`src/rtl/calc_pkg.sv`:
```
// Shared definitions for the calculator sequencer: state encoding and
// default timing parameters used by the sequencer and its key debouncer.
package calc_pkg;

  // State codes double as the Step LED value, so the encoding is fixed.
  typedef enum logic [2:0] {
    IDLE   = 3'd0,
    SET_A  = 3'd1,
    LOAD_A = 3'd2,
    WAIT_B = 3'd3,
    SET_B  = 3'd4,
    LOAD_B = 3'd5,
    SETTLE = 3'd6,
    SHOW   = 3'd7
  } state_t;

  localparam logic [15:0] DEBOUNCE_DEFAULT = 16'd50000;
  localparam logic [3:0]  SETTLE_DEFAULT   = 4'd4;

  // Bit positions inside the {Cout, Ovr, Zero, Neg} flag nibble.
  localparam int FLAG_COUT = 3;
  localparam int FLAG_OVR  = 2;
  localparam int FLAG_ZERO = 1;
  localparam int FLAG_NEG  = 0;

endpackage

```
`src/rtl/calc_sequencer_if.sv`:
```
// Bus between the sequencer and the external arithmetic unit: operand bus,
// register load strobes, clear, operation select and the unit's flags.
interface calc_sequencer_if;

  logic [7:0] X;
  logic       InA;
  logic       InB;
  logic       Out;
  logic       Clear;
  logic       Add_Subtract;
  logic [3:0] Ccout;

  modport master (
    output X, InA, InB, Out, Clear, Add_Subtract,
    input  Ccout
  );

  modport slave (
    input  X, InA, InB, Out, Clear, Add_Subtract,
    output Ccout
  );

endinterface

```
`src/rtl/key_debounce.sv`:
```
// Two-flop synchronizer plus debouncer for the active-low enter key.
// Emits a single-cycle press pulse once the key has been seen pressed for
// DEBOUNCE_CYCLES consecutive samples; release must be equally stable
// before another press can be recognised.
module key_debounce
  import calc_pkg::*;
#(
  parameter logic [15:0] DEBOUNCE_CYCLES = DEBOUNCE_DEFAULT
) (
  input  logic CLK,
  input  logic CLR,
  input  logic KEY_n,
  output logic press
);

  // Internally the key is tracked as "pressed = 1" so everything resets to 0.
  logic        sync1;
  logic        sync2;
  logic        pressed_q;
  logic [15:0] cnt;

  // Bring the raw key into the clock domain.
  always_ff @(posedge CLK or negedge CLR) begin
    if (!CLR) begin
      sync1 <= 1'b0;
      sync2 <= 1'b0;
    end else begin
      sync1 <= ~KEY_n;
      sync2 <= sync1;
    end
  end

  // Count consecutive samples that disagree with the accepted level; flip it and pulse on a new press.
  always_ff @(posedge CLK or negedge CLR) begin
    if (!CLR) begin
      pressed_q <= 1'b0;
      cnt       <= 16'd0;
      press     <= 1'b0;
    end else if (sync2 == pressed_q) begin
      cnt   <= 16'd0;
      press <= 1'b0;
    end else if (cnt >= DEBOUNCE_CYCLES - 16'd1) begin
      pressed_q <= sync2;
      cnt       <= 16'd0;
      press     <= sync2;
    end else begin
      cnt   <= cnt + 16'd1;
      press <= 1'b0;
    end
  end

endmodule

```
`src/rtl/calc_sequencer.sv`:
```
// Calculator sequencer: walks an external arithmetic unit through loading
// operand A, loading operand B, waiting for the adder to settle, capturing
// the result flags and finally clearing, one debounced key press per step.
module calc_sequencer
  import calc_pkg::*;
#(
  parameter logic [15:0] DEBOUNCE_CYCLES = DEBOUNCE_DEFAULT,
  parameter logic [3:0]  SETTLE_CYCLES   = SETTLE_DEFAULT
) (
  input  logic                    CLK,
  input  logic                    CLR,
  input  logic                    KEY_n,
  input  logic [7:0]              SW,
  input  logic                    OP_SUB,
  calc_sequencer_if.master        bus,
  output logic [3:0]              Flags,
  output logic                    Busy,
  output logic [2:0]              Step
);

  state_t     state;
  logic [3:0] settle_cnt;
  logic       press;

  key_debounce #(
    .DEBOUNCE_CYCLES(DEBOUNCE_CYCLES)
  ) u_key (
    .CLK  (CLK),
    .CLR  (CLR),
    .KEY_n(KEY_n),
    .press(press)
  );

  // Main sequence; X is put on the bus one cycle before its load strobe and
  // held one cycle after, so the strobe edges never race the data.
  always_ff @(posedge CLK or negedge CLR) begin
    if (!CLR) begin
      state            <= IDLE;
      settle_cnt       <= 4'd0;
      bus.X            <= 8'd0;
      bus.InA          <= 1'b0;
      bus.InB          <= 1'b0;
      bus.Out          <= 1'b0;
      bus.Clear        <= 1'b1;
      bus.Add_Subtract <= 1'b0;
      Flags            <= 4'd0;
    end else begin
      case (state)
        IDLE: begin
          bus.Clear <= 1'b0;
          if (press) begin
            state <= SET_A;
            bus.X <= SW;
          end
        end
        SET_A: begin
          state   <= LOAD_A;
          bus.InA <= 1'b1;
        end
        LOAD_A: begin
          state   <= WAIT_B;
          bus.InA <= 1'b0;
        end
        WAIT_B: begin
          if (press) begin
            state            <= SET_B;
            bus.X            <= SW;
            bus.Add_Subtract <= OP_SUB;
          end
        end
        SET_B: begin
          state   <= LOAD_B;
          bus.InB <= 1'b1;
        end
        LOAD_B: begin
          state      <= SETTLE;
          bus.InB    <= 1'b0;
          settle_cnt <= 4'd1;
          if (SETTLE_CYCLES <= 4'd1) begin
            bus.Out <= 1'b1;
            Flags   <= bus.Ccout;
          end
        end
        SETTLE: begin
          if (settle_cnt >= SETTLE_CYCLES) begin
            state   <= SHOW;
            bus.Out <= 1'b0;
          end else begin
            settle_cnt <= settle_cnt + 4'd1;
            if (settle_cnt + 4'd1 == SETTLE_CYCLES) begin
              bus.Out <= 1'b1;
              Flags   <= bus.Ccout;
            end
          end
        end
        SHOW: begin
          if (press) begin
            state     <= IDLE;
            bus.Clear <= 1'b1;
          end
        end
        default: state <= IDLE;
      endcase
    end
  end

  assign Step = state;
  assign Busy = (state != IDLE);

endmodule

```
`src/flat_wrapper.sv`:
```
// flat-port wrapper written by rule: the top's interface ports become plain ports
module calc_sequencer_flat import calc_pkg::*;
#(
  parameter logic [15:0] DEBOUNCE_CYCLES = DEBOUNCE_DEFAULT,
  parameter logic [3:0]  SETTLE_CYCLES   = SETTLE_DEFAULT
)
  (CLK, CLR, KEY_n, SW, OP_SUB, Flags, Busy, Step, bus_X, bus_InA, bus_InB, bus_Out, bus_Clear, bus_Add_Subtract, bus_Ccout);
  calc_sequencer_if bus_i ();
  input  logic CLK;
  input  logic CLR;
  input  logic KEY_n;
  input  logic [7:0] SW;
  input  logic OP_SUB;
  output logic [3:0] Flags;
  output logic Busy;
  output logic [2:0] Step;
  output wire logic [$bits(bus_i.X)-1:0] bus_X;
  output wire logic [$bits(bus_i.InA)-1:0] bus_InA;
  output wire logic [$bits(bus_i.InB)-1:0] bus_InB;
  output wire logic [$bits(bus_i.Out)-1:0] bus_Out;
  output wire logic [$bits(bus_i.Clear)-1:0] bus_Clear;
  output wire logic [$bits(bus_i.Add_Subtract)-1:0] bus_Add_Subtract;
  input wire logic [$bits(bus_i.Ccout)-1:0] bus_Ccout;
  assign bus_X = bus_i.X;
  assign bus_InA = bus_i.InA;
  assign bus_InB = bus_i.InB;
  assign bus_Out = bus_i.Out;
  assign bus_Clear = bus_i.Clear;
  assign bus_Add_Subtract = bus_i.Add_Subtract;
  assign bus_i.Ccout = bus_Ccout;
  calc_sequencer #(.DEBOUNCE_CYCLES(DEBOUNCE_CYCLES), .SETTLE_CYCLES(SETTLE_CYCLES)) u_core (.CLK(CLK), .CLR(CLR), .KEY_n(KEY_n), .SW(SW), .OP_SUB(OP_SUB), .bus(bus_i), .Flags(Flags), .Busy(Busy), .Step(Step));
endmodule
```
`config.mk`:
```
export PLATFORM = sky130hd
export DESIGN_NAME = calc_sequencer_flat
export DESIGN_NICKNAME = d
export VERILOG_FILES = /design/src/rtl/calc_pkg.sv /design/src/rtl/calc_sequencer_if.sv /design/src/rtl/key_debounce.sv /design/src/rtl/calc_sequencer.sv /design/src/flat_wrapper.sv
export SDC_FILE = /design/constraint.sdc
export NUM_CORES = 1
export LEC_CHECK = 0
export BUFFER_PORTS_ARGS = -buffer_cell sky130_fd_sc_hd__buf_4
export CAP_MARGIN = 15
export CORE_ASPECT_RATIO = 2
export CORE_MARGIN = 5
export CORE_UTILIZATION = 54
export DETAILED_ROUTE_END_ITERATION = 8
export PLACE_DENSITY = 0.81
export SYNTH_ARGS = -nofsm -noshare
export SYNTH_HDL_FRONTEND = slang
export SYNTH_SLANG_ARGS = --single-unit
export TNS_END_PERCENT = 50
```
`constraint.sdc`:
```
create_clock -name CLK -period 2 [get_ports CLK]
set_clock_uncertainty 0.05 [all_clocks]
set_input_delay 0.5 -clock CLK [delete_from_list [all_inputs] [get_ports CLK]]
set_output_delay 0.5 -clock CLK [all_outputs]
set_load 0.02 [all_outputs]
```
==> results of run 1 <==
cell families (layout without fill, tap and decap cells):
kind of cell	after synthesis	after routing	share of synthesized area
and+or+nand+nor	64	64	0.155
AOI/OAI and AO/OA	20	20	0.0682
xor gates and xnor gates	16	16	0.0714
buffers and inverters	15	56	0.0395
adders and majority gates	3	3	0.0191
muxes	15	15	0.0854
DFF	44	44	0.562
report_power, final:
part	leakage, nW	switching [mW]	internal (mW)
clock	0.0548	0.308	0.376
sequential	0.604	0.00642	0.896
combinational	0.467	0.0290	0.0269
total	1.13	0.343	1.30
area by class of cell:
class	instances	area share
Sequential cell	44	0.461
Multi-Input combinational cell	118	0.327
Timing Repair Buffer	40	0.126
Clock buffer	5	0.0288
Tap cell	49	0.0256
Clock inverter	3	0.0194
Inverter	8	0.0126
metrics by stage:
stage / power [mW] / hold WS, ps / area, um^2
finish: 1.64 / 131 / 2390
floorplan: 0.936 / 154 / 1960
detailed placement: 0.976 / 291 / 2280
CTS: 1.66 / 145 / 2390
global route: 1.71 / 172 / 2390
global placement: 0.975 / 284 / 2280
critical path, delay by kind of cell (launching register included):
family,cells,cell delay [ps]
flops,1,490
simple gates,1,400
buf+inv,1,160
per-layer routing:
metal,vias up,global-route usage
met2,42,0.296
li1,682,-
met1,701,0.180
met5,-,0
met4,0,0.0789
met3,10,0.0329
cells in the mapped netlist, types with 3 or more instances:
master and number:
o21ai_0 7, mux2_2 14, ha_1 3, nor2_1 28, nand2_1 9, nor3_1 7
inv_1 8, nand3_1 4, nor4_1 6, a31oi_1 4, clkbuf_1 3, dfrtp_1 43
xnor2_1 14
path summary, 6_finish.rpt:
check | from | endpoint | slack, ps | cells after the start
setup / recovery | u_core.Step[1] | Busy | 100 | 2
min in group CLK | KEY_n | u_core.u_key.sync1 | 290 | 2
hold reg to reg | u_core.u_key.sync1 | u_core.u_key.sync2 | 310 | 0
hold / removal | CLR | u_core.bus.Out | 130 | 1
setup reg to reg | u_core.u_key.cnt[0] | u_core.u_key.pressed_q | 210 | 5
max in group asynchronous | CLR | u_core.u_key.cnt[1] | 1400 | 1
registers in the layout, indices dropped and copies added (netlist names), 3 cells and up:
signal and flops:
u_core.Flags 4, u_core.Step 3, u_core.u_key.cnt 16, u_core.settle_cnt 4, u_core.bus.X 8
==> out/metrics.yaml, run 1 <==
outcome:
  outcome: "complete, no violations"
grt:
  grt_overflow_total: 0
  track_usage: 0.166
  grt_pass1_vias: 1393
  grt_start_max_net_pins: 45
  antenna_found_initial: 0
  grt_first_pass_wirelength_um: 6200
yosys:
  netlist.top_cell.by_area: "dfrtp_1"
  async_flop_share: 1.00
  ys_ff_latch: 44
  synth.distinct_cells: 35
  mappedNetlistNets: 196
  synth_area_mm2: 0.00196
  avgSynthCellArea_um2: 11.1
  yosysSeqAreaShare: 0.562
  synth_ff_type: "dfrtp_1"
  synth_area_leaders: "dfrtp_1 (55%), mux2_2 (8.0%), xnor2_1 (6.2%)"
  synthCells: 177
  synth_top_area_frac: 0.548
  synth_edf_count: 0
  ys_warn_count: 0
cells_and_area:
  multi_input_area_um2: 783
  mostFrequentLayoutCell: "dfrtp_1"
  synthToLayoutAreaGrowth_pct: 21.9
  instances_no_fill: 267
  post-route-util: 0.670
  drive_gt1_frac: 0.303
  seq_area_mm2: 0.00110
  fin_nets: 236
  nFillCells: 293
  antenna_cells: 0
  final_cell_mix: "dfrtp_1 (43), buf_4 (40), nor2_1 (28)"
sta:
  fin_crit_sh: 0.950
  timing.setup.tns_ps: 0
  drv_slew: 0
  rsz0062_at_grt: "no"
  finalSetupViolCount: 0
  tightest_slew_ps: 537
  hold_violations: 0
  max_freq_ghz: 0.526
  fin_crit_ps: 1900
  setup_ws_ps: 99.9
  relSlewSlack: 0.642
setup_path:
  end_kind: "output port"
  worst_path_largest_cell_delay_ps: 490
  crit_arrival_ps: 1350
  start_kind: "flip-flop"
  required_ps: 1450
  crit_path_cell_trace: "or3_1, buf_4"
  slowest_stage: "dfrtp_1"
  crit_fanout: 10
  path_class: "reg -> out"
clocking:
  hold_buffers: 0
  tritoncts: "done"
  clk_latency_ps: 300
  cts-root-buf: "clkbuf_8"
  numCtsBuffers: 5
  htreeDepth: 2
  cts.sink_count: 44
  ctsResizeCount: 0
  postCtsSetupRepairBufs: 0
  clk_path_buf_depth: 2
  clk_pin_slew_ps: 90
routing:
  via_per_inst: 5.37
  dr.max_layer_used: "met4"
  wl_met3_um: 147
  drt-initial-drc-count: 22
  ant_nets: 0
  routedLengthMet1_um: 1370
  post_drt_wl_per_cell_um: 13.8
  wirelength_um: 3690
  via_count: 1435
  wl_met2_um: 2070
  drc: 0
  dr.pass1.iters: 4
floorplanning:
  ios: 37
  chipWidth_um: 52.6
  start_util: 0.550
  design.die.area_mm2: 0.00501
  core_area_mm2: 0.00357
  rows: 31
  die_y_um: 95.3
placed_design:
  dp.cells: 259
  gp_congestion: 0.801
  pre_cts_slack_ps: 241
  hpwl_um: 2770
  port_buffers: 36
pwr:
  worst_ir_drop_vdd_mv: 0.745
  p_per_area_mw_per_mm2: 686
  power_leakage_nw: 1.13
run:
  maxCapViolations: 0
hold_path:
  hold_class: "in -> async"
(Power assumes the default switching activity.)
==> inputs of run 2 (changes only) <==
- CORE_ASPECT_RATIO: 2 -> default
==> run 2 against run 1 <==
  * Combinational power about the same
  * Design area fell by 0.58%
  * Die area fell by 1.5%
  * Highest routed layer unchanged
==> out/metrics.yaml, run 2 (same netlist as run 1, synthesis figures left out) <==
outcome:
  outcome: "complete, no violations"
cells_and_area:
  synthToLayoutAreaGrowth_pct: 21.2
  regMostFlops: "u_core.u_key.cnt"
  nFillCells: 297
  multi_input_area_um2: 783
  mostFrequentLayoutCell: "buf_4"
  antenna_cells: 0
  seq_area_mm2: 0.00110
  drive_gt1_frac: 0.318
  post-route-util: 0.665
  largest_reg_flops: 16
  reg_top3: "u_core.u_key.cnt: 16 flops, u_core.bus.X: 8 flops"
  final_cell_mix: "buf_4 (42), dfrtp_1 (41), nor2_1 (28)"
  fin_nets: 238
setup_path:
  r2r_slack_ps: 300
  end_kind: "output port"
  required_ps: 1450
  crit_path_start: "u_core.Step[1]"
  crit_fanout: 10
  crit-reg2reg-launch: "u_core.u_key.cnt[0]"
  crit_arrival_ps: 1380
  path_class: "reg -> out"
  r2r_end: "u_core.u_key.cnt[6]"
  start_kind: "flip-flop"
  ff2ff_path_depth: 6
sta:
  hold_violations: 0
  relSlewSlack: 0.653
  fin_crit_sh: 0.966
  holdWs_ps: 61.2
  timing.setup.tns_ps: 0
  max_freq_ghz: 0.518
  fin_crit_ps: 1930
  rsz0062_at_grt: "no"
  tightest_slew_ps: 521
  drv_slew: 0
  finalSetupViolCount: 0
clocking:
  cts.sink_count: 44
  cts-root-buf: "clkbuf_4"
  clk_latency_ps: 350
  ctsResizeCount: 0
  hold_buffers: 0
  postCtsSetupRepairBufs: 0
  numCtsBuffers: 5
  tritoncts: "done"
  clk_pin_slew_ps: 120
  clk_path_buf_depth: 2
  htreeDepth: 2
pwr:
  p_seq_frac: 0.596
  p_comb_frac: 0.037
  power_leakage_nw: 1.12
  p_per_area_mw_per_mm2: 637
  p_int_mw: 1.19
  p_total_mw: 1.51
  worst_ir_drop_vdd_mv: 0.547
  switching_share: 0.214
  netSwitchingPower_uw: 324
  clockPowerShare: 0.367
grt:
  track_usage: 0.159
  grt_overflow_total: 0
  grt_pass1_vias: 1380
  grt_first_pass_wirelength_um: 6290
  antenna_found_initial: 0
  grt_start_max_net_pins: 45
floorplanning:
  start_util: 0.549
  design.die.area_mm2: 0.00494
  ios: 37
  rows: 22
  chipWidth_um: 70.3
  die_y_um: 70.3
  core_area_mm2: 0.00358
routing:
  wirelength_um: 3450
  drt-initial-drc-count: 81
  via_count: 1406
  post_drt_wl_per_cell_um: 12.9
  ant_nets: 0
  drc: 0
  via_per_inst: 5.25
  dr.pass1.iters: 5
placed_design:
  gp_congestion: 0.830
  hpwl_um: 2570
  port_buffers: 36
hold_path:
  hold_class: "in -> async"
run:
  maxCapViolations: 0
==> run 2: routing by layer <==
metal | routed length (um) | vias up | GRT usage | share of wire
li1 | - | 692 | - | -
met1 | 1550 | 676 | 0.200 | 0.45
met2 | 1630 | 36 | 0.253 | 0.47
met3 | 237 | 2 | 0.0619 | 0.069
met4 | 31 | 0 | 0.0511 | 0.0090
met5 | 0 | - | 0 | 0
==> run 2: power groups by stage <==
stage,logic [mW],registers [mW],clock network (mW)
6_report,0.0558,0.903,0.556
5_1_grt,0.0639,0.904,0.615
4_1_cts,0.0583,0.903,0.577
3_5_place_dp,0.0578,0.920,0
3_3_place_gp,0.0568,0.919,0
2_1_floorplan,0.0176,0.918,0
==> run 2: through the flow <==
| step | area [um^2] | instances | setup WS, ps |
|---|---|---|---|
| after floorplan | 1960 | 177 | 327 |
| after global placement | 2290 | 260 | 336 |
| after detailed placement | 2290 | 260 | 316 |
| after CTS | 2380 | 268 | 12.4 |
| after global routing | 2380 | 268 | 5.88 |
| final | 2380 | 268 | 67.7 |
==> run 2: worst max-delay path by stage <==
| stage | slack [ps] | cells after the start | end |
|---|---|---|---|
| final | 70 | 2 | Busy |
| after global routing | 6 | 2 | Busy |
| after CTS | 10 | 2 | Busy |
| after detailed placement | 320 | 4 | u_core.Flags[3] |
| after global placement | 340 | 6 | u_core.u_key.cnt[15] |
| after floorplan | 330 | 2 | Busy |
==> run 2: final cells by class <==
| type | count | share of cell area |
|---|---|---|
| multi-input cells | 118 | 0.329 |
| clock buffers | 5 | 0.0158 |
| flip-flops and latches | 44 | 0.464 |
| repair buffers | 42 | 0.133 |
| well taps | 48 | 0.0252 |
| clock inverters | 3 | 0.0200 |
| inverters | 8 | 0.0126 |
==> run 2: worst max-delay path, cell delays in order, from the launching register on <==
cell,delay [ps]
dfrtp_2,490
or3_1,380
buf_4,160
